## config.mk

```make
export PLATFORM = sky130hd
export DESIGN_NAME = thunderbird_lamp_monitor
export DESIGN_NICKNAME = d
export VERILOG_FILES = /design/src/rtl/thunderbird_lamp_monitor.sv
export SDC_FILE = /design/constraint.sdc
export NUM_CORES = 1
export LEC_CHECK = 0
export CORE_AREA = 2 2 65 67
export DETAILED_ROUTE_END_ITERATION = 8
export DIE_AREA = 0 0 67 69
export PLACE_DENSITY_LB_ADDON = 0.2
export SLEW_MARGIN = 10
export SYNTH_ARGS = -nofsm -noshare
export SYNTH_HDL_FRONTEND = slang
export SYNTH_SLANG_ARGS = --single-unit
export TNS_END_PERCENT = 10
```

## constraint.sdc

```tcl
create_clock -name clk -period 1.7 [get_ports clk]
set_clock_uncertainty 0.05 [all_clocks]
set_input_delay 0.17 -clock clk [delete_from_list [all_inputs] [get_ports clk]]
set_output_delay 0.17 -clock clk [all_outputs]
set_load 0.05 [all_outputs]
```

## src/rtl/thunderbird_lamp_monitor.sv

```systemverilog
// Decodes the thunderbird lamp pattern stream back into LEFT/RIGHT/HAZARD sequences,
// pulsing done on each completed sequence and err on any illegal pattern or transition.
module thunderbird_lamp_monitor #(
    parameter int CNT_W = 8
) (
    input  logic             clk,
    input  logic             reset,
    input  logic             sample_en,
    input  logic [5:0]       lamps,
    input  logic             clr_cnt,
    output logic [1:0]       mode,
    output logic [1:0]       phase,
    output logic             done,
    output logic             err,
    output logic [5:0]       err_pattern,
    output logic [CNT_W-1:0] seq_cnt,
    output logic [CNT_W-1:0] err_cnt
);

    localparam logic [5:0] P_OFF = 6'b000000;
    localparam logic [5:0] P_L1  = 6'b100000;
    localparam logic [5:0] P_L2  = 6'b110000;
    localparam logic [5:0] P_L3  = 6'b111000;
    localparam logic [5:0] P_R1  = 6'b000100;
    localparam logic [5:0] P_R2  = 6'b000110;
    localparam logic [5:0] P_R3  = 6'b000111;
    localparam logic [5:0] P_HAZ = 6'b111111;

    typedef enum logic [2:0] {
        S_OFF,
        S_L1,
        S_L2,
        S_L3,
        S_R1,
        S_R2,
        S_R3,
        S_H
    } state_t;

    state_t           state_q, state_d;
    state_t           offNext, expNext;
    logic             offLegal;
    logic [5:0]       expPat;
    logic             endsSeq;
    logic [1:0]       mode_q, mode_d;
    logic [1:0]       phase_q, phase_d;
    logic             done_q, done_d;
    logic             err_q, err_d;
    logic [5:0]       errPat_q, errPat_d;
    logic [CNT_W-1:0] seqCnt_q, seqCnt_d;
    logic [CNT_W-1:0] errCnt_q, errCnt_d;

    // Where the OFF row sends a pattern; also the resync target after an error.
    always_comb begin
        offNext  = S_OFF;
        offLegal = 1'b0;
        case (lamps)
            P_L1:    begin offNext = S_L1;  offLegal = 1'b1; end
            P_R1:    begin offNext = S_R1;  offLegal = 1'b1; end
            P_HAZ:   begin offNext = S_H;   offLegal = 1'b1; end
            P_OFF:   begin offNext = S_OFF; offLegal = 1'b1; end
            default: begin offNext = S_OFF; offLegal = 1'b0; end
        endcase
    end

    always_comb begin
        expPat  = P_OFF;
        expNext = S_OFF;
        endsSeq = 1'b0;
        case (state_q)
            S_L1:    begin expPat = P_L2;  expNext = S_L2;  end
            S_L2:    begin expPat = P_L3;  expNext = S_L3;  end
            S_R1:    begin expPat = P_R2;  expNext = S_R2;  end
            S_R2:    begin expPat = P_R3;  expNext = S_R3;  end
            S_L3, S_R3, S_H: begin
                expPat  = P_OFF;
                expNext = S_OFF;
                endsSeq = 1'b1;
            end
            default: begin expPat = P_OFF; expNext = S_OFF; end
        endcase
    end

    always_comb begin
        state_d = state_q;
        done_d  = 1'b0;
        err_d   = 1'b0;
        if (sample_en) begin
            if (state_q == S_OFF) begin
                state_d = offNext;
                err_d   = !offLegal;
            end else if (lamps == expPat) begin
                state_d = expNext;
                done_d  = endsSeq;
            end else begin
                state_d = offNext;
                err_d   = 1'b1;
            end
        end
    end

    always_comb begin
        mode_d  = 2'd0;
        phase_d = 2'd0;
        case (state_d)
            S_L1:    begin mode_d = 2'd1; phase_d = 2'd1; end
            S_L2:    begin mode_d = 2'd1; phase_d = 2'd2; end
            S_L3:    begin mode_d = 2'd1; phase_d = 2'd3; end
            S_R1:    begin mode_d = 2'd2; phase_d = 2'd1; end
            S_R2:    begin mode_d = 2'd2; phase_d = 2'd2; end
            S_R3:    begin mode_d = 2'd2; phase_d = 2'd3; end
            S_H:     begin mode_d = 2'd3; phase_d = 2'd1; end
            default: begin mode_d = 2'd0; phase_d = 2'd0; end
        endcase
    end

    // Clear wins over a coincident increment; both counters stick at all-ones.
    always_comb begin
        seqCnt_d = seqCnt_q;
        errCnt_d = errCnt_q;
        errPat_d = errPat_q;
        if (clr_cnt) begin
            seqCnt_d = '0;
            errCnt_d = '0;
            errPat_d = '0;
        end else begin
            if (done_d && (seqCnt_q != '1)) begin
                seqCnt_d = seqCnt_q + 1'b1;
            end
            if (err_d) begin
                errPat_d = lamps;
                if (errCnt_q != '1) begin
                    errCnt_d = errCnt_q + 1'b1;
                end
            end
        end
    end

    always_ff @(posedge clk) begin
        if (!reset) begin
            state_q  <= S_OFF;
            mode_q   <= 2'd0;
            phase_q  <= 2'd0;
            done_q   <= 1'b0;
            err_q    <= 1'b0;
            errPat_q <= '0;
            seqCnt_q <= '0;
            errCnt_q <= '0;
        end else begin
            state_q  <= state_d;
            mode_q   <= mode_d;
            phase_q  <= phase_d;
            done_q   <= done_d;
            err_q    <= err_d;
            errPat_q <= errPat_d;
            seqCnt_q <= seqCnt_d;
            errCnt_q <= errCnt_d;
        end
    end

    assign mode        = mode_q;
    assign phase       = phase_q;
    assign done        = done_q;
    assign err         = err_q;
    assign err_pattern = errPat_q;
    assign seq_cnt     = seqCnt_q;
    assign err_cnt     = errCnt_q;

endmodule
```

==> results.txt <==
----------------------------------------------------
[Synth]
  Sequential element share of the synthesized area ... 0.3688
  Synth Net Count ... 210
  EDFF count, synth ... 0
  Number of register bits inferred by synthesis ... 31
  Yosys top cell by area ... sky130_fd_sc_hd__dfxtp_1
  Mapped Avg Cell Area ... 8.499 sq um
  Count of mapped cells out of synthesis ... 198
  Count of cell types in the netlist ... 57
  Main area contributors after synthesis ... sky130_fd_sc_hd__dfxtp_1 37%, sky130_fd_sc_hd__nand2_1 5.1%, sky130_fd_sc_hd__a21oi_1 5.1%
  Share of the synthesized area in the top cell type ... 0.3688
  Mapped Area ... 1683 sq um
  Count of synthesis-stage warnings from yosys ... 0
  Primary FF master, synth ... sky130_fd_sc_hd__dfxtp_1
  Proportion of synthesized flip-flops having asynchronous set or reset ... 0

[Setup path]
  Crit. End Element ... flop
  Library cell contributing the largest single delay on the critical path ... sky130_fd_sc_hd__or4b_4
  Critical Path Most Common Cell ... sky130_fd_sc_hd__o21a_1
  CP Data Arrival Time ... 2.09 ns
  Logic depth of the worst path, buffers included ... 6
  Stage delay of the slowest cell on the critical path ... 0.55 ns
  Category of cells accounting for the largest share of critical-path delay ... compound AO/OA/AOI/OAI gates
  Crit Reg-Reg Endpoint ... phase[1]$_SDFF_PN0_
  Critical path required time ... 1.83 ns
  Slack of the worst reg-to-reg path ... -0.26 ns
  CP Cell Sequence ... or4b_4, a21oi_2, a32oi_1, a21o_1, o21a_1, o21a_1
  Highest net fanout along the worst path ... 8
  Critical register-to-register path startpoint ... state_q[1]$_SDFF_PN0_
  Critical path type ... reg -> reg
  Startpoint type of the worst setup path ... flop
  Buffers plus inverters on the worst setup path ... 0
  Reg2reg path depth ... 6

[GRT]
  Largest net degree at the start of global routing ... 21
  Antenna violations before repair ... 0
  Congestion Overflow GR ... 0
  Wire length of the first global-routing pass ... 7493 microns
  Via count of the first global-routing pass ... 1,681
  GRT Util Overall ... 0.2063

[Power]
  Cell-internal power ... 1.241 mW
  P per Cell Area ... 669.1 nW/um^2
  Largest vdd supply drop ... 0.5726 mV
  Lkg Pwr ... 1.044 nW
  Net switching fraction of the power ... 0.2678
  Clock power frac ... 0.377
  Combinational group share of total power ... 0.182
  Net load switching power ... 0.4541 mW
  Portion of total power attributed to sequential cells ... 0.442
  Power Total ... 1.695 mW

[STA]
  Max frequency ... 510.1 MHz
  Total of endpoints with negative setup slack in the final report ... 30
  Transition time at the pin with the least slew margin ... 0.5061 ns
  Final critical delay including setup and external delays ... 1.961 ns
  Headroom to the max-slew limit ... 0.6615
  RSZ-0062 raised after global routing ... yes
  Max-slew violation count ... 0
  Period utilisation layout ... 1.153
  Post-route setup slack ... -0.2605 ns
  Final number of hold-violating endpoints ... 0
  Hold WS ... 0.4114 ns

[Detailed routing]
  Detailed Route WL ... 4727 microns
  Detailed-router iteration count before antenna repair ... 4
  DRT iter0 DRCs ... 72
  Routed via count ... 1,775
  WL/cell ... 14.59 microns
  Count of antenna-violating nets left after detailed routing ... 0
  Post-detailed-route via-to-cell ratio ... 5.478
  Residual DRC count ... 0

[Clock network]
  Number of CTS-inserted buffers ... 5
  Clock Pin Slew Worst Setup and Hold Paths ... 0.06 ns
  Clk Latency, worst-skew pair ... 0.28 ns
  Number of H-tree levels ... 2
  Clock Tree Root ... sky130_fd_sc_hd__clkbuf_8
  CTS sink count ... 31
  Deepest clock path buffer count ... 2
  TritonCTS clock tree ... done

[Hold path]
  Launch point of the worst hold path ... err_pattern[1]$_SDFFE_PP0P_
  HP Class ... reg -> reg
  Number of stages on the worst hold path ... 2
  End point of the most critical hold path ... err_pattern[1]$_SDFFE_PP0P_

[Placed design]
  Number of buffers inserted by port buffering ... 37
  Detailed placement HPWL ... 3274 microns
  Final weighted congestion in routability-driven placement ... 0.8212

[Floorplanning]
  Die width ... 67 microns
  Number of I/O pins ... 38
  Total number of placement rows ... 23
  Core outline area ... 3914 sq um
  Vert. Die Dim ... 69 microns
  Starting utilization of the core area ... 0.4300
  Die area ... 4623 sq um

[Cells and area]
  Proportion of layout cells with a drive suffix above 1 ... 0.3905
  Fill cells ... 357
  Area added between synthesis and finish ... 50.56%
  # nets final ... 285
  Final cell utilization of the core ... 0.6474
  Ant diodes ... 0

[Job]
  Maximum Capacitance Violations ... 0

[Run status]
  Status ... finished with violations
  Violations in the final reports ... negative setup slack

----------------------------------------------------
synthesized netlist by cell type, types with 3 or more instances:
| library cell | instances |
|---|---|
| sky130_fd_sc_hd__nand4_1 | 7 |
| sky130_fd_sc_hd__and3_1 | 6 |
| sky130_fd_sc_hd__dfxtp_1 | 31 |
| sky130_fd_sc_hd__xor2_1 | 8 |
| sky130_fd_sc_hd__nand3_1 | 13 |
| sky130_fd_sc_hd__inv_1 | 4 |
| sky130_fd_sc_hd__a21oi_1 | 17 |
| sky130_fd_sc_hd__nor2_1 | 17 |
| sky130_fd_sc_hd__nand2_1 | 23 |
| sky130_fd_sc_hd__o21ai_0 | 4 |
| sky130_fd_sc_hd__clkbuf_1 | 3 |
| sky130_fd_sc_hd__nand4b_1 | 3 |
| sky130_fd_sc_hd__buf_6 | 3 |
| sky130_fd_sc_hd__or4_1 | 4 |
| sky130_fd_sc_hd__buf_2 | 3 |
tightest hold or removal path, cell delays in order (launching register included):
cell and delay [ns]:
sky130_fd_sc_hd__dfxtp_1 0.31, sky130_fd_sc_hd__nand2_1 0.05, sky130_fd_sc_hd__a21oi_1 0.05
layout by cell type, fill, tap and decap left out, drive strengths merged, types with 2 or more instances in the layout:
master	netlist	layout
o211ai	2	2
nand4b	3	3
o31a	2	2
o221ai	2	2
inv	4	4
nor2b	2	2
or4	4	4
o21ai	5	5
o21a	2	2
o311a	1	2
and3	7	7
nor3	4	4
o31ai	2	2
nand3	13	13
ha	2	2
nand4	7	7
xor2	8	8
dfxtp	31	31
dlygate4sd2	0	6
and2	3	3
a21oi	17	17
nand2	23	23
clkbuf	4	8
or2	2	2
nor2	18	18
buf	8	65
o22ai	2	2
o311ai	2	2
clkdlybuf4s50	0	9
logic make-up after synthesis:
kind of cell,after synthesis,synth area share
AND/OR/NAND/NOR,93,0.3086
AO/OA/AOI/OAI,45,0.1881
flip-flops,31,0.3688
buffers and inverters,17,0.06690
XOR/XNOR,9,0.04684
adder cells (fa/ha/maj),3,0.02082
metal layers:
layer | wire (microns) | global-route usage | vias up
met2 | 2233 | 0.3322 | 46
met1 | 2167 | 0.2671 | 847
li1 | - | - | 874
met4 | 88 | 0.07483 | 0
met5 | 0 | 0 | -
met3 | 237 | 0.04405 | 8
state kept, by name, summed over array words and instances (netlist names):
name	count
seq_cnt	8
mode	2
err_cnt	8
done	1
state_q	3
err_pattern	6
err	1
phase	2
worst max path at each step:
stage | from | end | slack [ns]
after floorplan | state_q[1]$_SDFF_PN0_ | phase[1]$_SDFF_PN0_ | -0.15
after global placement | lamps[0] | phase[1]$_SDFF_PN0_ | -0.57
after detailed placement | lamps[0] | err_pattern[3]$_SDFFE_PP0P_ | -0.63
after CTS | state_q[1]$_SDFF_PN0_ | phase[1]$_SDFF_PN0_ | -0.24
after global routing | state_q[2]$_SDFF_PN0_ | phase[1]$_SDFF_PN0_ | -0.34
final | state_q[1]$_SDFF_PN0_ | phase[1]$_SDFF_PN0_ | -0.26
stage by stage:
| step | TNS, ns | instances | setup slack [ns] | cell area (sq um) |
|---|---|---|---|---|
| floorplan | -1.512 | 198 | -0.1516 | 1692 |
| detailed placement | -16.72 | 313 | -0.6304 | 2298 |
| global route | -6.266 | 324 | -0.3391 | 2534 |
| finish | -3.294 | 324 | -0.2605 | 2534 |
| global placement | -15.35 | 313 | -0.5678 | 2298 |
| CTS | -2.449 | 324 | -0.2358 | 2504 |
power groups by stage:
stage / sequential [mW] / clock, mW / combinational, mW
final: 0.749 / 0.639 / 0.308
after detailed placement: 0.768 / 0 / 0.283
after CTS: 0.749 / 0.649 / 0.300
after floorplan: 0.810 / 0 / 0.117
after global placement: 0.767 / 0 / 0.282
after global routing: 0.750 / 0.683 / 0.327
timing repair:
item,in CTS,in global routing
buffers inserted,2,0
resized for setup,27,7
pin swaps,15,1
gates cloned,1,0
hold buffers,0,0
endpoints found under the setup margin,31,30
area by class of cell:
type                    count  area [sq um]  area share
inverters                   4         15.01    0.005926
well taps                  50         62.56     0.02469
repair buffers             80         663.1      0.2617
clock buffers               8         100.1     0.03951
multi-input cells         151          1061      0.4188
flip-flops and latches     31         631.9      0.2494
No activity file was read; power rests on OpenSTA's default activity.
==> edit (config.mk and constraints unchanged) <==
The output `err` loses its register stage (`err_q` becomes a continuous assignment).
--- a/src/rtl/thunderbird_lamp_monitor.sv
+++ b/src/rtl/thunderbird_lamp_monitor.sv
@@ -142,7 +142,6 @@
             mode_q   <= 2'd0;
             phase_q  <= 2'd0;
             done_q   <= 1'b0;
-            err_q    <= 1'b0;
             errPat_q <= '0;
             seqCnt_q <= '0;
             errCnt_q <= '0;
@@ -151,12 +150,13 @@
             mode_q   <= mode_d;
             phase_q  <= phase_d;
             done_q   <= done_d;
-            err_q    <= err_d;
             errPat_q <= errPat_d;
             seqCnt_q <= seqCnt_d;
             errCnt_q <= errCnt_d;
         end
     end
+
+    assign err_q = err_d;
 
     assign mode        = mode_q;
     assign phase       = phase_q;
Function: changed (a bounded check fails within 4 cycles, from zero or initial values and one cycle with reset low).
==> edit against the unedited design <==
  * The flow still finishes with violations (negative setup slack)
  * Sequential cell count fell by 1
  * Design area up 1.7%
  * Setup slack got worse by 0.23 ns
  * Total power is 3.0% lower
  * Synthesized cell count decreased by 14%
  * Synthesized area fell by 8.1%
  * First-iteration DRC count grew 11%
  * Critical path depth stayed put
  * Routed wire length decreased by 3.0%
==> edit: results (changes against the unedited design) <==
{
  "crit_path_top_delay_cell": {"value": "or3b_4", "change": "was or4b_4"},
  "layout.sequential_cells": {"value": 30, "change": "was 31"},
  "combPwrFrac": {"value": 14.3, "unit": "%", "change": "was 18.2%"},
  "yosys-top-cells-count": {"value": "30 x dfxtp_1, 24 x nor2_1, 13 x nand2_1, 12 x mux2i_1, 8 x a21oi_1", "change": "was 31 x dfxtp_1, 23 x nand2_1, 17 x a21oi_1, 17 x nor2_1, 13 x nand3_1"},
  "crit_fanout": {"value": 5, "change": "was 8"},
  "p_switching": {"value": 0.3909, "unit": "mW", "change": "was 0.4541 mW"},
  "hold-path-cell-count": {"value": 3, "change": "was 2"},
  "worst_path_setup_slack_after_routing": {"value": -0.4865, "unit": "ns", "change": "was -0.2605 ns"},
  "violations_in_the_final_reports": {"value": "negative setup slack", "change": "unchanged"},
  "fillCellCount": {"value": 333, "change": "was 357"},
  "status": {"value": "complete, but fails checks", "change": "unchanged"},
  "setup_viol": {"value": 30, "change": "unchanged"},
  "slowest_delay": {"value": 0.39, "unit": "ns", "change": "was 0.55 ns"},
  "post_synth.cell_area_avg": {"value": 9.044, "unit": "um2", "change": "was 8.499 um2"},
  "placement.cell_area": {"value": 2246, "unit": "um2", "change": "was 2298 um2"},
  "path_delay_family": {"value": "simple AND/OR/NAND/NOR gates", "change": "was compound AO/OA/AOI/OAI gates"},
  "holdCritStartpoint": {"value": "lamps[0]", "change": "was err_pattern[1]"},
  "maximum_number_of_pins_on_one_net_before_global_route_repair": {"value": 13, "change": "was 21"},
  "met3_length": {"value": 179, "unit": "um", "change": "was 237 um"},
  "pre_cts_ws": {"value": -0.7858, "unit": "ns", "change": "was -0.6304 ns"},
  "vdd_ir_drop_max": {"value": 460.7, "unit": "uV", "change": "was 572.6 uV"},
  "drive_gt1_share": {"value": 44.19, "unit": "%", "change": "was 39.05%"},
  "clk_buf_instances": {"value": 7, "change": "was 8"},
  "globalplace.congestion": {"value": 0.8709, "change": "was 0.8212"},
  "power_leakage": {"value": 1.078, "unit": "nW", "change": "was 1.044 nW"},
  "multi_input_comb_area": {"value": 1076, "unit": "um2", "change": "was 1061 um2"},
  "fin_tns_setup": {"value": -9.579, "unit": "ns", "change": "was -3.294 ns"},
  "ys_top_cells_by_area": {"value": "dfxtp_1 39%, mux2i_1 7.8%, nor2_1 5.8%, xnor2_1 3.4%, nand2_1 3.2%", "change": "was dfxtp_1 37%, nand2_1 5.1%, a21oi_1 5.1%, xor2_1 4.2%, nand3_1 3.9%"}
}
edit: changes by cell type after synthesis, moves of 4 or more:
cell	delta
mux2i_1	+12
nand2_1	-10
a21oi_1	-9
xor2_1	-8
nor2_1	+7
nand3_1	-6
xnor2_1	+5
nand4_1	-4
edit: layer usage:
layer / vias up / global-route usage, %
met3: 7 / 5.873
met2: 41 / 36.08
li1: 807 / -
met1: 772 / 24.41
met5: - / 0
met4: 0 / 5.442
edit: cells by family (layout without fill, tap and decap cells):
logic type | count (synthesis) | in the layout | share of synthesized area (%)
AO/OA/AOI/OAI | 33 | 34 | 18.12
XOR/XNOR | 6 | 6 | 3.398
adder cells (fa/ha/maj) | 2 | 2 | 1.618
buffers and inverters | 10 | 96 | 3.317
flip-flops | 30 | 30 | 38.84
multiplexers | 12 | 12 | 7.767
AND/OR/NAND/NOR | 78 | 78 | 26.94
edit: timing repair:
action,in CTS,in global routing
setup buffers,5,0
gates resized for setup,34,6
pin swaps,24,1
gates cloned,1,0
endpoints found under the setup margin,30,31
